$ cat config.mk
export PLATFORM = sky130hd
export DESIGN_NAME = pimc_irq_rx
export DESIGN_NICKNAME = d
export VERILOG_FILES = /design/src/rtl/osmx_irq_pkg.sv /design/src/rtl/irq_fifo.sv /design/src/rtl/pimc_irq_rx.sv
export SDC_FILE = /design/constraint.sdc
export NUM_CORES = 1
export LEC_CHECK = 0
export BUFFER_PORTS_ARGS = -buffer_cell sky130_fd_sc_hd__buf_2
export CORE_UTILIZATION = 45
export CTS_BUF_LIST = sky130_fd_sc_hd__clkbuf_4
export DETAILED_ROUTE_END_ITERATION = 6
export PLACE_DENSITY = 0.65
export REMOVE_ABC_BUFFERS = 1
export SLEW_MARGIN = 20
export SYNTH_ARGS = -nofsm -noshare
export SYNTH_HDL_FRONTEND = slang
export SYNTH_SLANG_ARGS = --single-unit
export TNS_END_PERCENT = 100
$ cat constraint.sdc
create_clock -name clk -period 2.7 [get_ports clk]
set_input_delay 0.135 -clock clk [delete_from_list [all_inputs] [get_ports clk]]
set_output_delay 0.135 -clock clk [all_outputs]
set_load 0.03 [all_outputs]
$ cat src/rtl/osmx_irq_pkg.sv
// Shared PIMC message types: line/core identifiers, receiver FSM states
// and the notify strobe polarity.
package osmx_irq_pkg;

  localparam int unsigned IRQ_LINE_W = 8;
  localparam int unsigned CPU_ID_W   = 8;

  typedef logic [IRQ_LINE_W-1:0] irq_line_t;
  typedef logic [CPU_ID_W-1:0]   cpu_id_t;

  typedef enum logic {
    IDLE    = 1'b0,
    RELEASE = 1'b1
  } rx_state_t;

  // notify is active-low on the PIMC message bus
  localparam logic NOTIFY_ASSERTED = 1'b0;

endpackage : osmx_irq_pkg

$ cat src/rtl/irq_fifo.sv
// Synchronous FIFO with exact occupancy count; pushes when full and pops
// when empty are dropped, so the count never over- or underflows.
module irq_fifo #(
  parameter int unsigned WIDTH = 8,
  parameter int unsigned DEPTH = 4
) (
  input  logic                       clk,
  input  logic                       rst,
  input  logic                       push,
  input  logic                       pop,
  input  logic [WIDTH-1:0]           wdata,
  output logic [WIDTH-1:0]           rdata,
  output logic                       full,
  output logic                       empty,
  output logic [$clog2(DEPTH+1)-1:0] count
);

  localparam int unsigned AW = (DEPTH > 1) ? $clog2(DEPTH) : 1;
  localparam int unsigned CW = $clog2(DEPTH + 1);

  logic [WIDTH-1:0] mem [DEPTH];
  logic [AW-1:0]    wr_ptr;
  logic [AW-1:0]    rd_ptr;
  logic [CW-1:0]    count_q;
  logic             do_push;
  logic             do_pop;

  // full/empty come from the pre-edge occupancy
  assign full    = (count_q == CW'(DEPTH));
  assign empty   = (count_q == '0);
  assign do_push = push && !full;
  assign do_pop  = pop && !empty;

  always_ff @(posedge clk) begin
    if (rst) begin
      wr_ptr  <= '0;
      rd_ptr  <= '0;
      count_q <= '0;
      for (int i = 0; i < int'(DEPTH); i++) begin
        mem[i] <= '0;
      end
    end else begin
      if (do_push) begin
        mem[wr_ptr] <= wdata;
        wr_ptr      <= wr_ptr + AW'(1);
      end
      if (do_pop) begin
        rd_ptr <= rd_ptr + AW'(1);
      end
      case ({do_push, do_pop})
        2'b10:   count_q <= count_q + CW'(1);
        2'b01:   count_q <= count_q - CW'(1);
        default: count_q <= count_q;
      endcase
    end
  end

  assign rdata = mem[rd_ptr];
  assign count = count_q;

endmodule : irq_fifo

$ cat src/rtl/pimc_irq_rx.sv
// Per-core PIMC message receiver: captures addressed line numbers into a
// pending queue, returns a one-cycle irqack and watches for a stuck notify.
module pimc_irq_rx
  import osmx_irq_pkg::*;
#(
  parameter cpu_id_t     CPU_ID      = 8'h00,
  parameter int unsigned FIFO_DEPTH  = 4,
  parameter int unsigned ACK_TIMEOUT = 16
) (
  input  logic                            clk,
  input  logic                            rst,
  input  logic                            notify,
  input  logic [IRQ_LINE_W-1:0]           lineno,
  input  logic [CPU_ID_W-1:0]             processor_id,
  output logic                            irqack,
  input  logic                            irq_enable,
  output logic                            irq_valid,
  output logic [IRQ_LINE_W-1:0]           irq_line,
  input  logic                            irq_claim,
  output logic [$clog2(FIFO_DEPTH+1)-1:0] irq_count,
  output logic                            ack_err
);

  localparam int unsigned CNT_W = $clog2(ACK_TIMEOUT);
  localparam logic [CNT_W-1:0] CNT_LAST = CNT_W'(ACK_TIMEOUT - 1);

  rx_state_t        state;
  rx_state_t        state_nxt;
  logic [CNT_W-1:0] cnt;
  logic [CNT_W-1:0] cnt_nxt;
  logic             irqack_nxt;
  logic             ack_err_nxt;
  logic             push_c;
  logic             accept_c;
  logic             fifo_full;
  logic             fifo_empty;

  assign accept_c = (notify == NOTIFY_ASSERTED) && (processor_id == CPU_ID) &&
                    irq_enable && !fifo_full;

  // State and registered outputs
  always_ff @(posedge clk) begin
    if (rst) begin
      state   <= IDLE;
      cnt     <= '0;
      irqack  <= 1'b0;
      ack_err <= 1'b0;
    end else begin
      state   <= state_nxt;
      cnt     <= cnt_nxt;
      irqack  <= irqack_nxt;
      ack_err <= ack_err_nxt;
    end
  end

  // Next-state
  always_comb begin
    state_nxt = state;
    case (state)
      IDLE: begin
        if (accept_c) state_nxt = RELEASE;
      end
      RELEASE: begin
        if (notify != NOTIFY_ASSERTED || cnt == CNT_LAST) state_nxt = IDLE;
      end
      default: state_nxt = IDLE;
    endcase
  end

  // Outputs: RELEASE never accepts, so a held message is not captured twice
  always_comb begin
    push_c      = 1'b0;
    irqack_nxt  = 1'b0;
    cnt_nxt     = cnt;
    ack_err_nxt = ack_err;
    case (state)
      IDLE: begin
        if (accept_c) begin
          push_c     = 1'b1;
          irqack_nxt = 1'b1;
          cnt_nxt    = '0;
        end
      end
      RELEASE: begin
        if (notify == NOTIFY_ASSERTED) begin
          if (cnt == CNT_LAST) ack_err_nxt = 1'b1;
          else                 cnt_nxt     = cnt + CNT_W'(1);
        end
      end
      default: ;
    endcase
  end

  irq_fifo #(
    .WIDTH (IRQ_LINE_W),
    .DEPTH (FIFO_DEPTH)
  ) u_fifo (
    .clk   (clk),
    .rst   (rst),
    .push  (push_c),
    .pop   (irq_claim),
    .wdata (lineno),
    .rdata (irq_line),
    .full  (fifo_full),
    .empty (fifo_empty),
    .count (irq_count)
  );

  assign irq_valid = !fifo_empty;

endmodule : pimc_irq_rx
==> results.sh, run 1 <==
export IMPL_gp_congestion=0.769
export IMPL_post_cts_buffers=0
export IMPL_post_cts_resized=0
export IMPL_layout_nets=236
export IMPL_layout_drive_gt1_share=0.413
export IMPL_gr_total_overflow=0
export IMPL_p_int_uw=1040
export IMPL_r2r_cells=8
export IMPL_worstReg2RegEnd="u_fifo.count[2]$_SDFFE_PP0P_"
export IMPL_finalNonFillerCells=283
export IMPL_antenna_found_initial=0
export IMPL_min_path_cells=2
export IMPL_synth_area_mm2=0.00239
export IMPL_hold_buffers=0
export IMPL_ios=35
export IMPL_holdPathEnd="u_fifo.count[0]$_SDFFE_PP0P_"
export IMPL_grtUsageTotal=0.184
export IMPL_wire_per_inst_um=16.6
export IMPL_fillers=468
export IMPL_port_buffers=34
export IMPL_ant_nets=0
export IMPL_coreArea_mm2=0.00511
export IMPL_die_y_um=74.9
export IMPL_first_global_vias=1552
export IMPL_die_w_um=74.9
export IMPL_crit_chain="or4_1 > or4_2 > ha_1 > inv_1 > fa_1 > xor2_1 > or3_1 > a21oi_1"
export IMPL_swShare=0.220
export IMPL_min_period_over_period=0.935
export IMPL_combPwrFrac=0.071
export IMPL_worst_ep_arrival_time_ps=2810
export IMPL_seq_power_share=0.606
export IMPL_yosys_warnings=0
export IMPL_yosysUniqueCellTypes=38
export IMPL_area_growth_pct=12.9
export IMPL_cts_buffers=5
export IMPL_whs_ps=123
export IMPL_multi_input_area_um2=976
export IMPL_crit_fanout=4
export IMPL_post_route_util=0.529
export IMPL_rsz0062_at_grt="false"
export IMPL_fmaxAchievable_ghz=0.396
export IMPL_viasPerCell=5.53
export IMPL_reg2reg_slack_ps=180
export IMPL_final_seq_area_mm2=0.00128
export IMPL_cpMaxStageDelayCell="or4_2"
export IMPL_relSlewSlack=0.552
export IMPL_hold_viol=0
export IMPL_crit_path_start="state$_SDFF_PP0_"
export IMPL_crit_family="simple AND/OR/NAND/NOR gates"
export IMPL_first_pass_iters=4
export IMPL_cp_num_buf_inv=1
export IMPL_htree_levels=2
export IMPL_r2r_start="state$_SDFF_PP0_"
export IMPL_drcViolationCount=0
export IMPL_p_clk_frac=0.323
export IMPL_peakVddDrop_mv=0.246
export IMPL_synth_async_sr_flop_share=0
export IMPL_power_uw=1330
export IMPL_min_period_ps=2520
export IMPL_n_antenna_cell=0
export IMPL_setup_viol=0
export IMPL_synth_area_per_cell_um2=13.4
export IMPL_dp_cells=275
export IMPL_num_rows=26
export IMPL_grt_max_degree=37
export IMPL_path_depth=8
export IMPL_holdCritPathClass="in -> reg"
export IMPL_p_per_area_mw_per_mm2=492
export IMPL_p_sw_uw=293
export IMPL_status="complete, no violations"
export IMPL_synth_flop_cell="edfxtp_1"
export IMPL_min_from="rst"
export IMPL_path_class="reg -> reg"
export IMPL_dpl_cell_area_mm2=0.00262
export IMPL_p_leak_uw=0.000971
export IMPL_clk_path_buf_depth=2
export IMPL_cts_root_buf="clkbuf_4"
export IMPL_seq_area_frac_synth=0.536
export IMPL_drtIter0Drc=108
export IMPL_synthCells=179
export IMPL_cts_tree="built"
export IMPL_vias=1565
export IMPL_grt_pass1_wl_mm=7.42
export IMPL_max_stage_delay_ps=650
export IMPL_cts_sinks=48
export IMPL_hpwl_mm=3.14
export IMPL_worstSetupEndpointType="register"
export IMPL_cap_viol_max_count=0
export IMPL_drv_slew=0
export IMPL_clk_pin_slew_ps=130
export IMPL_tightestPinTransition_ps=672
export IMPL_initial_core_util=0.468
export IMPL_ys_seq_elements=48
export IMPL_worstPathRequired_ps=2990
export IMPL_die_area_mm2=0.00561
export IMPL_finClkSkew_ps=11.2
export IMPL_final_cell_area_mm2=0.00270
export IMPL_worst_skew_pair_late_latency_ps=360
export IMPL_cp_start_kind="register"
export IMPL_drt_wl_total_mm=4.70
export IMPL_synth_edff_count=32
==> sequential cells by signal, indices dropped and copies added (netlist names), named ones only <==
register       cells
cnt                4
ack_err            1
u_fifo.rd_ptr      2
irqack             1
u_fifo.mem        32
u_fifo.count       3
u_fifo.wr_ptr      2
state              1
==> power by group through the flow <==
stage                     clock network [µW]  registers (µW)  logic [µW]
after floorplan                            0             821        45.4
after global placement                     0             821        92.4
after detailed placement                   0             823        94.6
after CTS                                439             806        95.1
after global routing                     469             808         102
final                                    430             806        94.0
==> synth_stat cells, types with 2 or more instances <==
| master | n | area share |
|---|---|---|
| a21oi_1 | 4 | 0.0084 |
| and3_1 | 2 | 0.0052 |
| buf_1 | 6 | 0.0094 |
| buf_6 | 4 | 0.019 |
| clkbuf_1 | 5 | 0.0078 |
| dfxtp_1 | 16 | 0.13 |
| edfxtp_1 | 32 | 0.40 |
| ha_1 | 2 | 0.010 |
| inv_1 | 12 | 0.019 |
| mux2_2 | 2 | 0.0094 |
| mux4_2 | 8 | 0.075 |
| nand2b_1 | 4 | 0.010 |
| nor2_1 | 11 | 0.017 |
| nor2b_1 | 5 | 0.013 |
| nor3_1 | 8 | 0.017 |
| nor3b_1 | 2 | 0.0063 |
| nor4_1 | 3 | 0.0078 |
| nor4_2 | 23 | 0.12 |
| o211a_1 | 3 | 0.013 |
| o21ai_0 | 4 | 0.0084 |
| or3_1 | 3 | 0.0078 |
| or4_1 | 2 | 0.0063 |
| xor2_1 | 3 | 0.011 |
==> logic make-up after synthesis <==
logic type      Yosys count  synth area share
flops                    48             0.536
fa+ha+maj                 3            0.0188
mux                      10            0.0847
buf+inv                  28            0.0570
xor+xnor                  4            0.0146
compound gates           18            0.0560
simple gates             68             0.233
==> layer usage <==
metal  global-route usage  vias up  part of all wire
li1                     -      752                 -
met1                0.218      769              0.44
met2                0.328       42              0.52
met3               0.0428        2             0.033
met4               0.0650        0            0.0043
met5                    0        -                 0
==> per-stage QoR <==
stage               setup WS (ps)  setup TNS, ps
CTS                           182              0
detailed placement            167              0
floorplan                    -634          -9900
finish                        176              0
global route                 30.8              0
global placement              292              0
==> cells in the final DEF, fill, tap and decap left out, types with 4 or more instances in the layout <==
master / synthesis / routed
edfxtp_1: 32 / 32
buf_4: 0 / 8
nor2b_1: 5 / 5
nor2_1: 11 / 11
nor3_1: 8 / 8
o21ai_0: 4 / 4
nor4_2: 23 / 23
inv_1: 12 / 12
clkbuf_4: 0 / 6
buf_2: 1 / 34
dfxtp_1: 16 / 16
mux4_2: 8 / 8
a21oi_1: 4 / 4
nand2b_1: 4 / 4
==> worst max path at each step <==
stage,to,slack [ps]
after global placement,u_fifo.mem[1][1]$_SDFFCE_PN0P_,290
after CTS,u_fifo.count[2]$_SDFFE_PP0P_,180
after detailed placement,u_fifo.count[2]$_SDFFE_PP0P_,170
after global routing,u_fifo.count[2]$_SDFFE_PP0P_,30
final,u_fifo.count[2]$_SDFFE_PP0P_,180
after floorplan,u_fifo.count[2]$_SDFFE_PP0P_,-630
==> cell type report <==
cell class	count	area share
Clock inverter	2	0.0130
Multi-Input combinational cell	103	0.361
Inverter	12	0.0167
Sequential cell	48	0.475
Tap cell	70	0.0324
Timing Repair Buffer	42	0.0853
Clock buffer	6	0.0167
Note: power is estimated with default switching activity, not from simulation.
==> inputs of run 2 (changes only) <==
--- a/config.mk
+++ b/config.mk
@@ -6,6 +6,7 @@
 export NUM_CORES = 1
 export LEC_CHECK = 0
 export BUFFER_PORTS_ARGS = -buffer_cell sky130_fd_sc_hd__buf_2
+export CORE_MARGIN = 2
 export CORE_UTILIZATION = 45
 export CTS_BUF_LIST = sky130_fd_sc_hd__clkbuf_4
 export DETAILED_ROUTE_END_ITERATION = 6
==> results.sh, run 2 (synthesis gave the netlist of run 1 again) <==
export IMPL_first_pass_iters=4
export IMPL_peakVddDrop_mv=0.257
export IMPL_worstSetupEndpointType="register"
export IMPL_max_stage_delay_ps=640
export IMPL_tightestPinTransition_ps=617
export IMPL_cts_buffers=5
export IMPL_whs_ps=181
export IMPL_worstReg2RegEnd="u_fifo.mem[1][3]$_SDFFCE_PN0P_"
export IMPL_final_cell_area_mm2=0.00267
export IMPL_antenna_found_initial=0
export IMPL_die_y_um=76.9
export IMPL_cpMaxStageDelayCell="or4_2"
export IMPL_crit_path_start="state$_SDFF_PP0_"
export IMPL_wire_per_inst_um=16.4
export IMPL_clk_path_buf_depth=2
export IMPL_worst_ep_arrival_time_ps=2590
export IMPL_crit_fanout=42
export IMPL_holdCritPathClass="in -> reg"
export IMPL_largest_reg_flops=32
export IMPL_relSlewSlack=0.588
export IMPL_path_depth=5
export IMPL_status="complete, no violations"
export IMPL_cts_sinks=48
export IMPL_die_w_um=76.9
export IMPL_layout_drive_gt1_share=0.406
export IMPL_cap_viol_max_count=0
export IMPL_p_per_area_mw_per_mm2=463
export IMPL_cts_root_buf="clkbuf_4"
export IMPL_post_route_util=0.523
export IMPL_port_buffers=34
export IMPL_drv_slew=0
export IMPL_cp_start_kind="register"
export IMPL_p_leak_uw=0.000954
export IMPL_hold_viol=0
export IMPL_finClkSkew_ps=12.1
export IMPL_worst_skew_pair_late_latency_ps=360
export IMPL_post_cts_resized=0
export IMPL_drcViolationCount=0
export IMPL_cp_common_cell="buf_4"
export IMPL_area_growth_pct=11.6
export IMPL_power_uw=1240
export IMPL_crit_chain="or4_1 > or4_2 > buf_4 > o21ai_0 > buf_4"
export IMPL_drtIter0Drc=73
export IMPL_ant_nets=0
export IMPL_gp_congestion=0.757
export IMPL_r2r_cells=5
export IMPL_fmaxAchievable_ghz=0.401
export IMPL_hpwl_mm=3.21
export IMPL_hold_buffers=0
export IMPL_min_period_ps=2490
export IMPL_ios=35
export IMPL_num_rows=26
export IMPL_htree_levels=2
export IMPL_top_register="u_fifo.mem"
export IMPL_drt_wl_total_mm=4.63
export IMPL_path_class="reg -> reg"
export IMPL_min_period_over_period=0.924
export IMPL_initial_core_util=0.468
export IMPL_cp_num_buf_inv=2
export IMPL_final_common_cell="buf_2"
export IMPL_mostFrequentLayoutCells="buf_2, edfxtp_1, nor4_2"
export IMPL_rsz0062_at_grt="false"
export IMPL_clk_pin_slew_ps=140
export IMPL_layout_nets=235
export IMPL_vias=1561
export IMPL_grtUsageTotal=0.166
export IMPL_die_area_mm2=0.00592
export IMPL_cp_endpoint="u_fifo.mem[1][3]$_SDFFCE_PN0P_"
export IMPL_worstPathRequired_ps=2800
export IMPL_fillers=442
export IMPL_first_global_vias=1517
export IMPL_coreArea_mm2=0.00511
export IMPL_crit_family="simple AND/OR/NAND/NOR gates"
export IMPL_gr_total_overflow=0
export IMPL_cts_tree="built"
export IMPL_dpl_cell_area_mm2=0.00261
export IMPL_grt_pass1_wl_mm=7.66
export IMPL_n_antenna_cell=0
export IMPL_grt_max_degree=43
export IMPL_reg2reg_slack_ps=210
export IMPL_viasPerCell=5.54
export IMPL_setup_viol=0
export IMPL_r2r_start="state$_SDFF_PP0_"
export IMPL_post_cts_buffers=0
==> run 2: cell types whose count changed in the layout (fill, tap and decap cells not counted) <==
cell        delta
buf_4          -1
bufinv_16      -1
clkinv_1       +1
clkinvlp_2     -1
clkinvlp_4     +1
==> run 2: cell type report <==
class                   instances  area (µm²)  area share
inverters                      12        45.0      0.0169
multi-input cells             103         976       0.366
clock inverters                 2        11.3     0.00422
flip-flops and latches         48        1280       0.480
well taps                      70        87.6      0.0328
clock buffers                   6        45.0      0.0169
repair buffers                 41         223      0.0835
==> run 2: report_power, final <==
part | switching [µW] | internal [µW]
clock | 224 | 109
sequential | 6.29 | 801
combinational | 62.5 | 32.3
total | 293 | 943
==> run 2: worst min-delay path, cell delays in order <==
cell,delay [ps]
buf_2,120
nor2b_1,60
a21oi_1,140
nor2_1,50
==> run 2: metal layers <==
metal,routed length [µm],GRT usage,vias to the layer above
li1,-,-,746
met5,0,0,-
met1,2150,0.232,769
met3,188,0.0376,8
met2,2240,0.265,38
met4,52,0.0364,0
==> run 2: how the worst min path moves through the flow <==
stage                         start              endpoint  slack, ps  cells past startpoint
3_5_place_dp   ack_err$_SDFFE_PP0P_  ack_err$_SDFFE_PP0P_        490                      2
6_report                     notify  ack_err$_SDFFE_PP0P_        180                      4
3_3_place_gp   ack_err$_SDFFE_PP0P_  ack_err$_SDFFE_PP0P_        450                      2
5_1_grt                      notify  ack_err$_SDFFE_PP0P_        210                      4
2_1_floorplan                   rst      state$_SDFF_PP0_        200                      1
4_1_cts                      notify  ack_err$_SDFFE_PP0P_        170                      4
==> run 2: per-stage QoR <==
stage	std cells	setup TNS (ps)	setup WS (ps)
after global routing	282	0	87.3
final	282	0	205
after floorplan	163	-9900	-634
after detailed placement	274	0	182
after global placement	274	0	195
after CTS	282	0	199
